==> config.mk <==
export PLATFORM = sky130hd
export DESIGN_NAME = muldiv_sequencer_flat
export DESIGN_NICKNAME = d
export VERILOG_FILES = /design/src/rtl/muldiv_sequencer_if.sv /design/src/rtl/muldiv_sequencer.sv /design/src/flat_wrapper.sv
export SDC_FILE = /design/constraint.sdc
export NUM_CORES = 1
export LEC_CHECK = 0
export CAP_MARGIN = 30
export CORE_ASPECT_RATIO = 0.8
export CORE_MARGIN = 2
export CORE_UTILIZATION = 55
export CTS_CLUSTER_SIZE = 14
export DETAILED_ROUTE_END_ITERATION = 8
export HOLD_SLACK_MARGIN = 0.08
export PLACE_DENSITY = 0.88
export SYNTH_ARGS = -nofsm -noshare
export SYNTH_HDL_FRONTEND = slang
export SYNTH_SLANG_ARGS = --single-unit
==> constraint.sdc <==
create_clock -name clk -period 17.3 [get_ports clk]
set_input_delay 3.46 -clock clk [delete_from_list [all_inputs] [get_ports clk]]
set_output_delay 3.46 -clock clk [all_outputs]
set_load 0.01 [all_outputs]
==> src/rtl/muldiv_sequencer_if.sv <==
// rtl/muldiv_sequencer_if.sv - pipeline-side signal bundle for the multi-cycle mul/div unit
interface muldiv_sequencer_if #(
   parameter int WIDTH = 32
);
   logic             start;
   logic [1:0]       op;
   logic [WIDTH-1:0] a;
   logic [WIDTH-1:0] b;
   logic             hilo_rd;
   logic             flush;
   logic             busy;
   logic             done;
   logic             stall;
   logic [WIDTH-1:0] hi;
   logic [WIDTH-1:0] lo;
   logic             div_by_zero;

   modport master (
      output start, op, a, b, hilo_rd, flush,
      input  busy, done, stall, hi, lo, div_by_zero
   );

   modport slave (
      input  start, op, a, b, hilo_rd, flush,
      output busy, done, stall, hi, lo, div_by_zero
   );
endinterface

==> src/rtl/muldiv_sequencer.sv <==
// rtl/muldiv_sequencer.sv - HI/LO owner sequencing a shift-add multiplier and restoring divider
module muldiv_sequencer #(
   parameter int WIDTH = 32
) (
   input logic               clk,
   input logic               rst,
   muldiv_sequencer_if.slave mdu
);
   localparam int CW = $clog2(WIDTH) + 1;
   localparam logic [1:0] OP_MULTU = 2'b00;
   localparam logic [1:0] OP_DIVU  = 2'b01;
   localparam logic [1:0] OP_MTHI  = 2'b10;
   localparam logic [1:0] OP_MTLO  = 2'b11;

   typedef enum logic [1:0] {S_IDLE, S_MUL, S_DIV, S_DONE} state_t;

   state_t             state, state_nx;
   logic [CW-1:0]      cnt;
   logic [CW-1:0]      cnt_inc;
   logic [2*WIDTH-1:0] acc;
   logic [WIDTH-1:0]   opnd;
   logic [WIDTH-1:0]   rem;
   logic [WIDTH-1:0]   hi_q, lo_q;
   logic               dbz_q;
   logic               accept, last;

   logic [WIDTH:0]     mul_sum;
   logic [2*WIDTH-1:0] mul_nx;
   logic [WIDTH:0]     div_shift;
   logic [WIDTH-1:0]   div_diff;
   logic               div_ok;
   logic [WIDTH-1:0]   rem_nx;
   logic [WIDTH-1:0]   quo_nx;

   // acc holds {partial product, multiplier} for MUL; its low half is the dividend/quotient for DIV
   always_comb begin
      cnt_inc   = cnt + CW'(1);
      last      = (cnt_inc == CW'(WIDTH));
      mul_sum   = {1'b0, acc[2*WIDTH-1:WIDTH]} + (acc[0] ? {1'b0, opnd} : {(WIDTH+1){1'b0}});
      mul_nx    = {mul_sum, acc[WIDTH-1:1]};
      div_shift = {rem, acc[WIDTH-1]};
      div_ok    = (div_shift >= {1'b0, opnd});
      div_diff  = div_shift[WIDTH-1:0] - opnd;
      rem_nx    = div_ok ? div_diff : div_shift[WIDTH-1:0];
      quo_nx    = {acc[WIDTH-2:0], div_ok};
   end

   always_ff @(posedge clk or posedge rst) begin
      if (rst) state <= S_IDLE;
      else     state <= state_nx;
   end

   always_comb begin
      state_nx   = state;
      accept     = 1'b0;
      mdu.busy   = 1'b0;
      mdu.done   = 1'b0;
      mdu.stall  = 1'b0;
      case (state)
         S_IDLE, S_DONE: begin
            mdu.done = (state == S_DONE);
            accept   = mdu.start & ~mdu.flush;
            state_nx = S_IDLE;
            if (accept && mdu.op == OP_MULTU) state_nx = S_MUL;
            if (accept && mdu.op == OP_DIVU)  state_nx = S_DIV;
         end
         S_MUL, S_DIV: begin
            mdu.busy  = 1'b1;
            mdu.stall = mdu.start | mdu.hilo_rd;
            if (mdu.flush)  state_nx = S_IDLE;
            else if (last)  state_nx = S_DONE;
         end
         default: state_nx = S_IDLE;
      endcase
   end

   always_ff @(posedge clk or posedge rst) begin
      if (rst) begin
         cnt   <= '0;
         acc   <= '0;
         opnd  <= '0;
         rem   <= '0;
         hi_q  <= '0;
         lo_q  <= '0;
         dbz_q <= 1'b0;
      end else if (accept) begin
         case (mdu.op)
            OP_MULTU: begin
               acc   <= {{WIDTH{1'b0}}, mdu.b};
               opnd  <= mdu.a;
               cnt   <= '0;
               dbz_q <= 1'b0;
            end
            OP_DIVU: begin
               acc   <= {{WIDTH{1'b0}}, mdu.a};
               opnd  <= mdu.b;
               rem   <= '0;
               cnt   <= '0;
               dbz_q <= 1'b0;
            end
            OP_MTHI: hi_q <= mdu.a;
            OP_MTLO: lo_q <= mdu.a;
            default: ;
         endcase
      end else if (state == S_MUL && !mdu.flush) begin
         acc <= mul_nx;
         cnt <= cnt_inc;
         if (last) begin
            hi_q <= mul_nx[2*WIDTH-1:WIDTH];
            lo_q <= mul_nx[WIDTH-1:0];
         end
      end else if (state == S_DIV && !mdu.flush) begin
         acc[WIDTH-1:0] <= quo_nx;
         rem            <= rem_nx;
         cnt            <= cnt_inc;
         // a zero divisor never fails the compare, giving all-ones quotient and remainder = dividend
         if (last) begin
            hi_q  <= rem_nx;
            lo_q  <= quo_nx;
            dbz_q <= (opnd == '0);
         end
      end
   end

   assign mdu.hi          = hi_q;
   assign mdu.lo          = lo_q;
   assign mdu.div_by_zero = dbz_q;
endmodule
==> src/flat_wrapper.sv <==
// flat-port wrapper written by rule: the top's interface ports become plain ports
module muldiv_sequencer_flat 
#(
   parameter int WIDTH = 32
)
  (clk, rst, mdu_start, mdu_op, mdu_a, mdu_b, mdu_hilo_rd, mdu_flush, mdu_busy, mdu_done, mdu_stall, mdu_hi, mdu_lo, mdu_div_by_zero);
  muldiv_sequencer_if #(.WIDTH(WIDTH)) mdu_i ();
  input logic clk;
  input logic rst;
  input wire logic [$bits(mdu_i.start)-1:0] mdu_start;
  input wire logic [$bits(mdu_i.op)-1:0] mdu_op;
  input wire logic [$bits(mdu_i.a)-1:0] mdu_a;
  input wire logic [$bits(mdu_i.b)-1:0] mdu_b;
  input wire logic [$bits(mdu_i.hilo_rd)-1:0] mdu_hilo_rd;
  input wire logic [$bits(mdu_i.flush)-1:0] mdu_flush;
  output wire logic [$bits(mdu_i.busy)-1:0] mdu_busy;
  output wire logic [$bits(mdu_i.done)-1:0] mdu_done;
  output wire logic [$bits(mdu_i.stall)-1:0] mdu_stall;
  output wire logic [$bits(mdu_i.hi)-1:0] mdu_hi;
  output wire logic [$bits(mdu_i.lo)-1:0] mdu_lo;
  output wire logic [$bits(mdu_i.div_by_zero)-1:0] mdu_div_by_zero;
  assign mdu_i.start = mdu_start;
  assign mdu_i.op = mdu_op;
  assign mdu_i.a = mdu_a;
  assign mdu_i.b = mdu_b;
  assign mdu_i.hilo_rd = mdu_hilo_rd;
  assign mdu_i.flush = mdu_flush;
  assign mdu_busy = mdu_i.busy;
  assign mdu_done = mdu_i.done;
  assign mdu_stall = mdu_i.stall;
  assign mdu_hi = mdu_i.hi;
  assign mdu_lo = mdu_i.lo;
  assign mdu_div_by_zero = mdu_i.div_by_zero;
  muldiv_sequencer #(.WIDTH(WIDTH)) u_core (.clk(clk), .rst(rst), .mdu(mdu_i));
endmodule
==> impl_results.md <==
- Outcome: complete, no violations
- Core area: 23500 µm²
- Most common cell after layout, fill and taps aside: nand2_1
- Tmin final: 8.20 ns
- Post-Synthesis Cells: between 1500 and 2000
- Iteration-0 DRC Markers: about 1700
- Num ports: between 100 and 150
- Min Hold Slack: between 0.4 and 0.5 ns
- Setup CP Type: in2out
- Total GRT Usage: 0.326
- Reg clk slew, reported paths: 0.06 ns
- Commonest cells after routing, fill and taps aside: nand2_1, dfrtp_1, nor2_1, clkdlybuf4s50_1, a21oi_1
- Synth Area per Inst: a little over 8 µm²
- Design Power: between 0.0015 and 0.002 W
- Worst reg2reg path depth: 12
- Setup Buffers After CTS: 0
- Initial antenna violation count: 0
- CTS tree: yes
- Layout Utilization: 0.657
- CP startpoint kind: primary input
- CP Data Arrival Time: between 4 and 5 ns
- FF-to-FF Start: u_core.opnd[4]
- Yosys top cell by area: dfrtp_1
- H-tree depth: 1
- PwrDens: between 90 and 100 nW/µm²
- CP max stage cell: clkdlybuf4s50_1
- Rel. slew slack: 0.336
- Fillers: roughly 1900
- Top cell type's share of synthesized area: 0.380
- PostCTS Resize Cnt: 0
- Antenna Cells: 0
- Layout Nets: between 1500 and 2000
- Synth cell types: 74
- CP Capture Type: primary output
- Hold depth: 2
- Async S/R FF share, synth: 1.00
- Residual DRC: 0
- DR vias: between 10000 and 15000
- Critical path fanouts, max: 4
- Clk root buf: clkbuf_16
- First-pass GRT wire length: between 60000 and 70000 µm
- Data required, critical path: about 14 ns
- Multi-input gate area: approximately 7700 µm²
- Vias per std cell: between 6 and 7
- Die area: around 25000 µm²
- RSZ-0062 raised after global routing: false
- # clock sinks: around 200
- Setup Skew: around 0.012 ns
- CP Capture Point: mdu_stall
- Ys Warns: 0
- Clock latency on the worst-skew pair: between 0.5 and 0.6 ns
- Number of synthesized flops with an enable pin: 0
- Pre-CTS WS: around 9.1 ns
- WL met2: ~19000 µm
- Peak VDD IR: between 60 and 70 µV
- Final worst-path cycle share: 0.474
- Mapped Nets: approximately 1800
- Worst Hold Class: reg2reg
- Gr ovfl total: 0
- Setup_tns: 0 ns
- Starting density of the core: 0.563
- DP HPWL: 29800 µm
- PnR worst setup slack: 9.10 ns
- Max-cap violations: 0
- Fmax: 0.122 GHz
- DRT met1 WL: around 17000 µm
- Max Slew Vio Count: 0
- First-pass DRT Iterations: 6
- Area grow syn2layout: 16.7%
- Slew @ Worst Pin: ~1.0 ns
- Area of the mapped netlist: 13300 µm²
- Final Hold Fails: 0
- Pin count of the biggest net entering global routing: approximately 140
- GPL Wtd Cong: roughly 0.95
- Post-DRT Antenna Nets: 0
- Leakage: 7.07 nW
- Final Setup Violations: 0
- Row Count: 50
- R2R setup slack: 13.04 ns
- Top layer in use: met4
- Worst path cell trace: clkdlybuf4s50_1 > nor2_1 > nor2_1 > clkdlybuf4s50_1
- DRT Wirelength: around 42000 µm
- Fraction of layout cells with a size suffix above 1: 0.0460
- Largest cells by area after synthesis: dfrtp_1, nand2_1, ha_1
- IO buf count: between 100 and 150
- Metal3 WL: between 3000 and 4000 µm
- Critical Path Source: mdu_start
- Hold Buf Count CTS: 0
- Num CTS Buffers: 20
- Vert. Die Dim: 143 µm
- WL/cell: about 20 µm
- Number of global-route vias before repair: 12400
- CTS Buffer Depth: 3
- Register area: between 5000 and 6000 µm²
- CP max stage delay: roughly 0.58 ns
- Synth Flop Type: dfrtp_1
- Yosys reg bits: roughly 200
- Chip Width: 178 µm
- Reg-to-reg critical path endpoint: u_core.mdu.hi[5]
- Sequential share of the synthesized area: 0.380
-- through the flow --
stage,instances,cell area [µm²]
6_report,2029,15500
5_1_grt,2029,15500
2_1_floorplan,1623,13300
4_1_cts,2027,15400
3_5_place_dp,1992,14800
3_3_place_gp,1992,14800
-- layout make-up --
cell class	instances	share of cell area
inverter	58	0.0146
sequential	201	0.325
timing repair buffer	156	0.0999
tap	312	0.0252
clock inverter	5	0.00178
multi-input combinational	1267	0.496
clock buffer	30	0.0375
-- worst min path at each step --
| stage | startpoint | to | slack, ns |
|---|---|---|---|
| 2_1_floorplan | u_core.acc[57] | u_core.acc[57] | 0.45 |
| 3_3_place_gp | u_core.acc[54] | u_core.acc[54] | 0.47 |
| 3_5_place_dp | u_core.acc[50] | u_core.acc[50] | 0.47 |
| 4_1_cts | u_core.acc[50] | u_core.acc[50] | 0.49 |
| 5_1_grt | u_core.acc[54] | u_core.acc[54] | 0.51 |
| 6_report | u_core.acc[50] | u_core.acc[50] | 0.49 |
-- cells in the mapped netlist (7+ instances only) --
cell	number
mux2i_1	26
a222oi_1	15
a211oi_1	11
and3_1	8
o2111ai_1	17
nand3_1	19
or3_1	7
xnor2_1	30
a221oi_1	17
nand2_1	348
a21o_1	35
o21ai_0	82
o211ai_1	11
o21bai_1	8
nor2b_1	10
nor3_1	17
a22oi_1	20
a31oi_1	82
ha_1	68
inv_1	58
buf_1	9
xor2_1	20
nor2_1	148
or2_2	7
nand2b_1	11
nor4_1	10
and2_1	38
dfrtp_1	201
a21oi_1	90
nand4_1	11
o21a_1	23
clkbuf_1	78
-- flip-flops by register name, indices dropped and copies added, names as in the netlist --
register and cells:
u_core.mdu.lo 32, u_core.cnt 6, u_core.mdu.hi 32, u_core.acc 64
u_core.opnd 32, u_core.mdu.div_by_zero 1, u_core.state 2, u_core.rem 32
-- layer usage --
layer  up-vias  track usage
met4         0        0.161
met5         -            0
met2       820        0.517
met1      6306        0.441
met3       183       0.0426
li1       5948            -
-- power by group --
part / internal, W / leakage [nW] / switching [W]
Clock: 0.000232 / 0.297 / 0.000192
Combinational: 0.000216 / 4.24 / 0.000229
Sequential: 0.000557 / 2.54 / 0.0000922
Total: 0.00100 / 7.07 / 0.000513
-- cells by family (layout without fill, tap and decap cells) --
group | after synthesis | count (layout) | share of synthesized area
fa+ha+maj | 70 | 70 | 0.0672
simple gates | 643 | 643 | 0.208
flops | 201 | 201 | 0.380
xor+xnor | 50 | 50 | 0.0330
compound gates | 473 | 473 | 0.242
buf+inv | 155 | 249 | 0.0460
mux | 31 | 31 | 0.0239
-- worst max-delay path: cells and delay by family --
family	cells	cell delay (ns)
AND/OR/NAND/NOR	2	0.17
buffers and inverters	2	1.11
Note: power is estimated with default switching activity, not from simulation.
